--- src/rtl/rect_draw_arbiter.sv ---
// rect_draw_arbiter
//
// Shares the single VGA pixel-write port among three rectangle requesters
// (0 = background, 1 = car erase, 2 = car draw). One requester is granted
// at a time; its rectangle is scanned row-major into pixel writes, pixels
// falling off the screen are suppressed (oPlot low) but still take a cycle,
// and completion is reported with a one-cycle oDone pulse.
//
// Ports
//   iClock   : system clock, rising edge
//   iResetn  : asynchronous active-low reset
//   iReq     : request bits, one per requester
//   iRectX/Y : packed 8-bit origins, requester i at [8i+7:8i]
//   iRectW/H : packed 8-bit width/height, same packing
//   iRectC   : packed 3-bit colours, requester i at [3i+2:3i]
//   oGrant   : one-hot pulse when a request is accepted
//   oDone    : one-hot pulse when that requester's rectangle is finished
//   oBusy    : high whenever the arbiter is not idle
//   oX/oY    : registered pixel coordinate
//   oColour  : registered pixel colour
//   oPlot    : registered pixel write enable
//
// Build option
//   RECT_ARB_ROUND_ROBIN_EN : when defined, round-robin arbitration starting
//   after the last granted requester; otherwise fixed priority 0 > 1 > 2.

module rect_draw_arbiter #(
    parameter logic [7:0] X_SCREEN_PIXELS = 8'd160,
    parameter logic [6:0] Y_SCREEN_PIXELS = 7'd120
) (
    input  logic        iClock,
    input  logic        iResetn,
    input  logic [2:0]  iReq,
    input  logic [23:0] iRectX,
    input  logic [23:0] iRectY,
    input  logic [23:0] iRectW,
    input  logic [23:0] iRectH,
    input  logic [8:0]  iRectC,
    output logic [2:0]  oGrant,
    output logic [2:0]  oDone,
    output logic        oBusy,
    output logic [7:0]  oX,
    output logic [7:0]  oY,
    output logic [2:0]  oColour,
    output logic        oPlot
);

    typedef enum logic [1:0] {
        IDLE = 2'd0,
        DRAW = 2'd1,
        FIN  = 2'd2
    } state_t;

    state_t      state, state_next;

    logic [1:0]  win;
    logic [2:0]  win_onehot;
    logic [7:0]  sel_x, sel_y, sel_w, sel_h;
    logic [2:0]  sel_c;

    logic [7:0]  x0, y0, w, h;
    logic [2:0]  col;
    logic [2:0]  owner;
    logic [7:0]  cx, cy;

    logic [7:0]  x0_n, y0_n, w_n, h_n;
    logic [2:0]  col_n, owner_n;
    logic [7:0]  cx_n, cy_n;
    logic [2:0]  grant_n, done_n;
    logic        plot_n;
    logic [7:0]  ox_n, oy_n;
    logic [2:0]  colour_n;

    logic [8:0]  sum_x, sum_y;
    logic        last_col, last_row;

`ifdef RECT_ARB_ROUND_ROBIN_EN
    logic [1:0]  ptr, ptr_n;

    // Search starts one past the last granted requester and wraps mod 3.
    always_comb begin
        win = 2'd0;
        case (ptr)
            2'd0:    win = iReq[1] ? 2'd1 : (iReq[2] ? 2'd2 : 2'd0);
            2'd1:    win = iReq[2] ? 2'd2 : (iReq[0] ? 2'd0 : 2'd1);
            default: win = iReq[0] ? 2'd0 : (iReq[1] ? 2'd1 : 2'd2);
        endcase
    end
`else
    // Fixed priority: lowest index wins.
    always_comb begin
        win = iReq[0] ? 2'd0 : (iReq[1] ? 2'd1 : 2'd2);
    end
`endif

    assign win_onehot = 3'b001 << win;

    // Pull the winner's rectangle out of the packed request buses.
    always_comb begin
        sel_x = iRectX[7:0];
        sel_y = iRectY[7:0];
        sel_w = iRectW[7:0];
        sel_h = iRectH[7:0];
        sel_c = iRectC[2:0];
        case (win)
            2'd1: begin
                sel_x = iRectX[15:8];
                sel_y = iRectY[15:8];
                sel_w = iRectW[15:8];
                sel_h = iRectH[15:8];
                sel_c = iRectC[5:3];
            end
            2'd2: begin
                sel_x = iRectX[23:16];
                sel_y = iRectY[23:16];
                sel_w = iRectW[23:16];
                sel_h = iRectH[23:16];
                sel_c = iRectC[8:6];
            end
            default: ;
        endcase
    end

    assign last_col = (cx == w - 8'd1);
    assign last_row = (cy == h - 8'd1);
    assign oBusy    = (state != IDLE);

    // Next-state and next-output logic. Pixel outputs are computed one
    // step ahead (from the next scan position) so they can be registered
    // and still appear in the same cycle as the grant.
    always_comb begin
        state_next = state;
        x0_n       = x0;
        y0_n       = y0;
        w_n        = w;
        h_n        = h;
        col_n      = col;
        owner_n    = owner;
        cx_n       = cx;
        cy_n       = cy;
        grant_n    = 3'b000;
        done_n     = 3'b000;
        plot_n     = 1'b0;
        ox_n       = oX;
        oy_n       = oY;
        colour_n   = oColour;
        sum_x      = 9'd0;
        sum_y      = 9'd0;
`ifdef RECT_ARB_ROUND_ROBIN_EN
        ptr_n      = ptr;
`endif

        case (state)
            IDLE: begin
                if (|iReq) begin
                    x0_n    = sel_x;
                    y0_n    = sel_y;
                    w_n     = sel_w;
                    h_n     = sel_h;
                    col_n   = sel_c;
                    owner_n = win_onehot;
                    cx_n    = 8'd0;
                    cy_n    = 8'd0;
                    grant_n = win_onehot;
`ifdef RECT_ARB_ROUND_ROBIN_EN
                    ptr_n   = win;
`endif
                    // Degenerate rectangles skip DRAW and never plot.
                    if (sel_w == 8'd0 || sel_h == 8'd0) begin
                        state_next = FIN;
                    end else begin
                        state_next = DRAW;
                        sum_x      = {1'b0, sel_x};
                        sum_y      = {1'b0, sel_y};
                        ox_n       = sum_x[7:0];
                        oy_n       = sum_y[7:0];
                        colour_n   = sel_c;
                        plot_n     = (sum_x < {1'b0, X_SCREEN_PIXELS}) &&
                                     (sum_y < {2'b00, Y_SCREEN_PIXELS});
                    end
                end
            end

            DRAW: begin
                if (last_col && last_row) begin
                    state_next = FIN;
                    done_n     = owner;
                end else begin
                    if (last_col) begin
                        cx_n = 8'd0;
                        cy_n = cy + 8'd1;
                    end else begin
                        cx_n = cx + 8'd1;
                    end
                    sum_x    = {1'b0, x0} + {1'b0, cx_n};
                    sum_y    = {1'b0, y0} + {1'b0, cy_n};
                    ox_n     = sum_x[7:0];
                    oy_n     = sum_y[7:0];
                    colour_n = col;
                    plot_n   = (sum_x < {1'b0, X_SCREEN_PIXELS}) &&
                               (sum_y < {2'b00, Y_SCREEN_PIXELS});
                end
            end

            FIN: begin
                state_next = IDLE;
                // Coming from DRAW, oDone is already high during FIN. Coming
                // straight from IDLE (empty rectangle), it is issued on the
                // way out so it trails the grant by one cycle.
                if (oDone == 3'b000) begin
                    done_n = owner;
                end
            end

            default: begin
                state_next = IDLE;
            end
        endcase
    end

    // State and output registers; reset abandons any rectangle silently.
    always_ff @(posedge iClock or negedge iResetn) begin
        if (!iResetn) begin
            state   <= IDLE;
            x0      <= 8'd0;
            y0      <= 8'd0;
            w       <= 8'd0;
            h       <= 8'd0;
            col     <= 3'd0;
            owner   <= 3'd0;
            cx      <= 8'd0;
            cy      <= 8'd0;
            oGrant  <= 3'd0;
            oDone   <= 3'd0;
            oPlot   <= 1'b0;
            oX      <= 8'd0;
            oY      <= 8'd0;
            oColour <= 3'd0;
`ifdef RECT_ARB_ROUND_ROBIN_EN
            ptr     <= 2'd2;
`endif
        end else begin
            state   <= state_next;
            x0      <= x0_n;
            y0      <= y0_n;
            w       <= w_n;
            h       <= h_n;
            col     <= col_n;
            owner   <= owner_n;
            cx      <= cx_n;
            cy      <= cy_n;
            oGrant  <= grant_n;
            oDone   <= done_n;
            oPlot   <= plot_n;
            oX      <= ox_n;
            oY      <= oy_n;
            oColour <= colour_n;
`ifdef RECT_ARB_ROUND_ROBIN_EN
            ptr     <= ptr_n;
`endif
        end
    end

endmodule

--- config.mk ---
export PLATFORM = sky130hd
export DESIGN_NAME = rect_draw_arbiter
export DESIGN_NICKNAME = d
export VERILOG_FILES = /design/src/rtl/rect_draw_arbiter.sv
export SDC_FILE = /design/constraint.sdc
export NUM_CORES = 1
export LEC_CHECK = 0
export ABC_AREA = 1
export CAP_MARGIN = 20
export CORE_AREA = 8 8 142 144
export CTS_CLUSTER_SIZE = 30
export DETAILED_ROUTE_END_ITERATION = 16
export DIE_AREA = 0 0 150 152
export GPL_ROUTABILITY_DRIVEN = 1
export HOLD_SLACK_MARGIN = 0.15
export PLACE_DENSITY = 0.68
export SYNTH_ARGS = -nofsm -noshare
export SYNTH_HDL_FRONTEND = slang
export SYNTH_SLANG_ARGS = --single-unit
--- constraint.sdc ---
create_clock -name iClock -period 7.4 [get_ports iClock]
set_input_delay 1.11 -clock iClock [delete_from_list [all_inputs] [get_ports iClock]]
set_output_delay 1.11 -clock iClock [all_outputs]
set_load 0.005 [all_outputs]
# After elaboration in Yosys (flattened, before gate mapping)
# Index checks and enable logic that the tools add are counted.
op_classes:
  reduce_logical: 15
  n_addsub: 6
  muxes: 43
  order_cmp: 4
  n_shift: 1
  bitwise_logic: 0
  div: 0
  n_mul: 0
  eq_ne: 10
op_table:
  columns: ["op", "n"]
  rows:
  - ["case mux 8 bit (2 select lines)", 8]
  - ["two-way mux 8 bit", 15]
  - ["two-way mux 3 bit", 7]
  - ["adder 8 x 8 -> 9 bit", 2]
  - ["case mux 3 bit (2 select lines)", 3]
  - ["adder 8 x 1 -> 8 bit, second input constant", 2]
  - ["equality test 8 bit", 2]
  - ["zero test 8 bit", 2]
  - ["subtractor 8 x 1 -> 8 bit, second input constant", 2]
  - ["two-way mux 2 bit", 5]
  - ["less-than comparator 9 x 7 -> 1 bit, second input constant", 1]
  - ["less-than comparator 9 x 8 -> 1 bit, second input constant", 1]
  - ["less-than comparator 8 x 7 -> 1 bit, second input constant", 1]
  - ["less-than comparator 8 bit, second input constant", 1]
  - ["inequality test 2 bit, second input constant", 4]
  - ["equality test 2 x 1 -> 1 bit, second input constant", 2]
  - ["equality test 2 bit, second input constant", 2]
  - ["case mux 2 bit (2 select lines)", 1]
  - ["AND reduction 2 bit", 2]
  - ["AND reduction 4 bit", 1]
  - ["nonzero test 2 bit", 2]
  - ["logical AND 1 bit", 3]
  - ["zero test 3 bit", 1]
  - ["two-way mux 1 bit", 3]
  - ["6 further kinds", 6]
word_totals:
  latch_bits: 0
  register_bits: 82
  ram_bits: 0
  in_bits: 110
  n_memories: 0
  romBits: 0

# Logic depth before layout (Yosys ltp)
logic_depth:
  word_depth: 10
  ltp_mapped: 26

# Worst setup path before layout
# Ideal clock, no wire load.
synth_path:
  kind: "reg-to-reg"
  start: "register w[0]"
  end: "register oPlot"
  setup_time_ns: 0.117
  required_ns: 7.283
  path_stages_with_launch: 23
  period_less_slack_ns: 3.009
  setup_slack_ns: 4.391
  arrival_time_ns: 2.892
  path_cell_list: "dfrtp_1 inv_1 ha_1 xor2_1 nand2_1 nor2_1 nand3_2 inv_1 nand2_1 buf_4 nand2_1 nand2_1 ha_1 fa_1 nand3_1 nand3_1 xnor2_1 nor2_1 nand3b_1 nand2_1 nor2_1 nand3_1 nand2_1"
synth_between:
  elab_chain_cells: 10
  word_cells_on_any_way: 16
  classes_between: "add/sub: 3; order compare: 2; eq/ne: 1; mux: 8; reduce/logical: 2"
synth_rtl:
  columns: ["item", "line", "source"]
  rows:
  - ["from (decl)", "61", "logic [7:0] x0, y0, w, h;"]
  - ["from (signal assigned)", "246", "w <= w_n;"]
  - ["subtractor 8 x 1 -> 8 bit (*)", "124", "assign last_col = (cx == w - 8'd1);"]
  - ["equality test 8 bit (*)", "124", null]
  - ["two-way mux 8 bit", "189", "if (last_col) begin"]
  - ["two-way mux 8 bit", "185", "if (last_col && last_row) begin"]
  - ["two-way mux 8 bit", "153", "case (state)"]
  - ["adder 8 x 8 -> 9 bit, on equally long branches", "195, 196", null]
  - ["less-than comparator 9 x 8 -> 1 bit or less-than comparator 9 x 7 -> 1 bit (tied branches)", "200, 201", null]
  - ["logical AND 1 bit", "200", "plot_n = (sum_x < {1'b0, X_SCREEN_PIXELS}) &&"]
  - ["two-way mux 1 bit (*)", "185", null]
  - ["case mux 1 bit (2 select lines) (*)", "153", null]
  - ["net plot_n", "70", "logic plot_n;"]
  - ["to (signal assigned)", "254", "oPlot <= plot_n;"]
  - ["to (decl)", "45", "output logic oPlot"]
# The timed path passes the listed nets; every way through them passes the cells marked *. The select of a mux whose other input is x is not followed.
# A chain may end at the register's enable or synchronous reset.

# Worst setup path after layout
layout_path:
  start: "input port iReq[0]"
  end: "register oY[3]"
layout_between:
  elab_chain_cells: 7
  word_cells_on_any_way: 16
  classes_between: "eq/ne: 4; mux: 7; reduce/logical: 5"
layout_rtl:
  columns: ["item", "line", "source"]
  rows:
  - ["from (decl)", "33", "input logic [2:0] iReq,"]
  - ["two-way mux 2 bit", "92", "win = iReq[0] ? 2'd0 : (iReq[1] ? 2'd1 : 2'd2);"]
  - ["equality test 2 bit or equality test 2 x 1 -> 1 bit (tied branches)", "105", "case (win)"]
  - ["case mux 8 bit (2 select lines)", "105", null]
  - ["zero test 8 bit", "169", "if (sel_w == 8'd0 || sel_h == 8'd0) begin"]
  - ["logical OR 1 bit", "169", null]
  - ["inequality test 2 bit (no line)", null, null]
  - ["AND reduction 4 bit (no line)", null, null]
  - ["to (signal assigned)", "256", "oY <= oy_n;"]
  - ["to (decl)", "43", "output logic [7:0] oY,"]
# Parallel ways exist; a longest one is shown, timed or not. The select of a mux whose other input is x is not followed.

==> impl_metrics.ini <==
[synth]
synth_most_common_cell = nand2_1
synth_top_area_frac = 0.342
yosys-top-cells-area = dfrtp_1, nand2_1, inv_1
synthCells = 893
syn_area_per_cell_sq_um = 6.72
netlist_area_sq_um = 6000
ys_seq_area_frac = 0.342
syn_nets = 1030
ys_warn_count = 0
synth-edff-count = 0
yosys_register_bits = 82
synth_flop_cell = dfrtp_1
async_flop_share = 1.00
ys_types = 41
yosys.area.top_type = dfrtp_1
synthTopCellsByCount = nand2_1, inv_1, dfrtp_1, nor2_1, nand3_1

[pwr]
powerDensity_nw_per_um2 = 333
power.leakage_nw = 3.99
ir_drop_uv = 168

[routing]
num_vias = 5866
drt-initial-drc-count = 527
drc = 0
met3_length_mm = 1.05
wl_per_cell_microns = 13.9
first_pass_iters = 4
ant_nets = 0
dr_wl_met2_mm = 8.23
wl_met1_mm = 7.77
via_per_inst = 4.72
totalWireLength_mm = 17.3
top_layer = met4

[placed_design]
port-buffer-count = 136
place_inst = 1226
globalplace.congestion = 0.878
place_area_sq_um = 7470
detailed_place_hpwl_mm = 13.5
dp_slack_ns = 2.88

[cts]
cts_tree = built
cts-htree-levels = 3
cts_buffers = 9
path_clk_slew_ns = 0.06
postCtsResizedCells = 0
cts_hold_repair.buffers = 0
clock-root-buffer = clkbuf_16
cts_sinks = 82
postCtsSetupBuffers = 0
clock_latency_ns = 0.34
cts_buffer_depth = 2

[hold_path]
whs_endpoint = oX[6]
whs_path_depth = 2
worstHoldPathType = register to register
min-delay-start = oX[6]

[cells_and_area]
stdcell_count = 1243
utilization = 0.438
drive_gt1_frac = 0.0464
num_antenna_cells = 0
nets = 1147
area_growth_pct = 29.9
design_area_sq_um = 7800

[floorplanning]
initial_core_util = 0.338
fp.dieW_microns = 150
io_pins = 137
rows = 49
chipHeight_microns = 152
die-area_sq_um = 22800
core_sq_um = 17800

[critical_path]
end_kind = register
cp_slowest_cell = inv_1
reg2reg_slack_ns = 3.87
crit_chain = clkdlybuf4s50_1 > buf_4 > nor2_4 > inv_4 > nor2_1 > nand2_2 > o21ai_0 > inv_1 > nand3_4 > nand2_1 > nand2_1
r2r_end = oPlot
cpPeakStageDelay_ns = 0.60
ff2ff_path_depth = 21
r2r-start = w[0]
crit_fanout = 36
crit_type = input port to register
cp.required_ns = 7.63
cp-start-kind = input port
arrival_ns = 4.03
crit_top_cell = nand2_1

[sta]
setup_violations = 0
final.min_clock_period_ns = 3.80
finalHoldViolCount = 0
max_slew.worst_pin.slew_ns = 0.867
skew_ns = 0.00586
fin_ws_ns = 3.60
min_period_over_period = 0.513
finalMaxSlewViolations = 0
relSlewSlack = 0.421
tns_ns = 0
rsz0062_at_grt = no
max_freq_mhz = 263

[flow_run]
drv_cap = 0

[global_route]
grt_pass1_vias = 5807
antenna_found_initial = 0
grt_overflow = 0
grt_max_degree = 83
track_usage = 0.155
grt_pass1_wl_mm = 28.8

[outcome]
run_status = complete, no violations
-- worst max-delay path by stage --
stage,start,endpoint,slack [ns],cells after the start
after global routing,iReq[0],oColour[1],3.33,11
after detailed placement,iReq[0],owner[2],2.88,10
after global placement,iReq[0],owner[2],2.94,10
after CTS,iReq[0],owner[2],3.23,10
after floorplan,w[0],oPlot,4.39,22
final,iReq[0],oY[3],3.60,11
-- layer usage --
metal  global-route usage  vias up
met1                0.200     2625
met5                    0        -
met4               0.0448        0
li1                     -     3077
met3               0.0339       20
met2                0.254      144
-- placed cells by master (no fill, tap or decap), types with 2 or more instances in the layout --
cell | netlist | final
nand2_1 | 323 | 323
nand3_4 | 2 | 2
buf_4 | 6 | 3
o21bai_1 | 3 | 3
ha_1 | 25 | 25
o21a_1 | 2 | 2
o22ai_1 | 2 | 2
nor2_4 | 2 | 2
a31oi_1 | 9 | 9
nand2_4 | 2 | 2
nand2_2 | 6 | 6
inv_1 | 100 | 100
nand3_1 | 57 | 57
fa_1 | 2 | 2
o21ai_0 | 53 | 53
o21ai_1 | 6 | 6
nor3_1 | 2 | 2
or2_2 | 4 | 4
xnor2_1 | 11 | 11
dfrtp_1 | 82 | 82
clkbuf_16 | 0 | 9
clkdlybuf4s50_1 | 0 | 135
xor2_1 | 14 | 14
inv_2 | 2 | 2
a21oi_1 | 17 | 17
clkinv_2 | 0 | 4
a22oi_1 | 8 | 8
nor2_2 | 3 | 4
nor2_1 | 82 | 81
nand4_1 | 31 | 31
-- state kept, by name, indices dropped and copies added, names as in the netlist, 8 cells and up --
name	cells
x0	8
y0	8
h	8
cx	8
oX	8
cy	8
w	8
oY	8
-- where the power goes --
| part | switching [W] | total, W | internal (W) | leakage (nW) |
|---|---|---|---|---|
| clock | 0.000181 | 0.000438 | 0.000258 | 0.145 |
| combinational | 0.000811 | 0.00138 | 0.000567 | 2.81 |
| sequential | 0.000150 | 0.000779 | 0.000628 | 1.04 |
| total | 0.00114 | 0.00259 | 0.00145 | 3.99 |
-- worst max-delay path, delay by kind of cell --
| family | cells | cell delay (ns) |
|---|---|---|
| AO/OA/AOI/OAI | 1 | 0.15 |
| AND/OR/NAND/NOR | 6 | 1.12 |
| buffers and inverters | 4 | 1.62 |
-- kinds of logic after synthesis --
logic type / share of synthesized area
DFF: 0.342
and+or+nand+nor: 0.372
buffers and inverters: 0.0978
adders and majority gates: 0.0588
AOI/OAI and AO/OA: 0.0932
xor gates and xnor gates: 0.0365
-- area by class of cell --
type                       count  area, sq um
clock buffer                   9          225
clock inverter                 6         58.8
fill                        1847         9980
inverter                     104          393
multi-input combinational    673         3360
sequential                    82         2050
tap                          229          287
timing repair buffer         140         1420
-- stage by stage --
| step | hold WS, ns | power [W] |
|---|---|---|
| floorplan | 0.448 | 0.00173 |
| global placement | 0.458 | 0.00213 |
| detailed placement | 0.459 | 0.00215 |
| CTS | 0.474 | 0.00260 |
| global route | 0.505 | 0.00285 |
| finish | 0.471 | 0.00259 |
No activity file was read; power rests on OpenSTA's default activity.
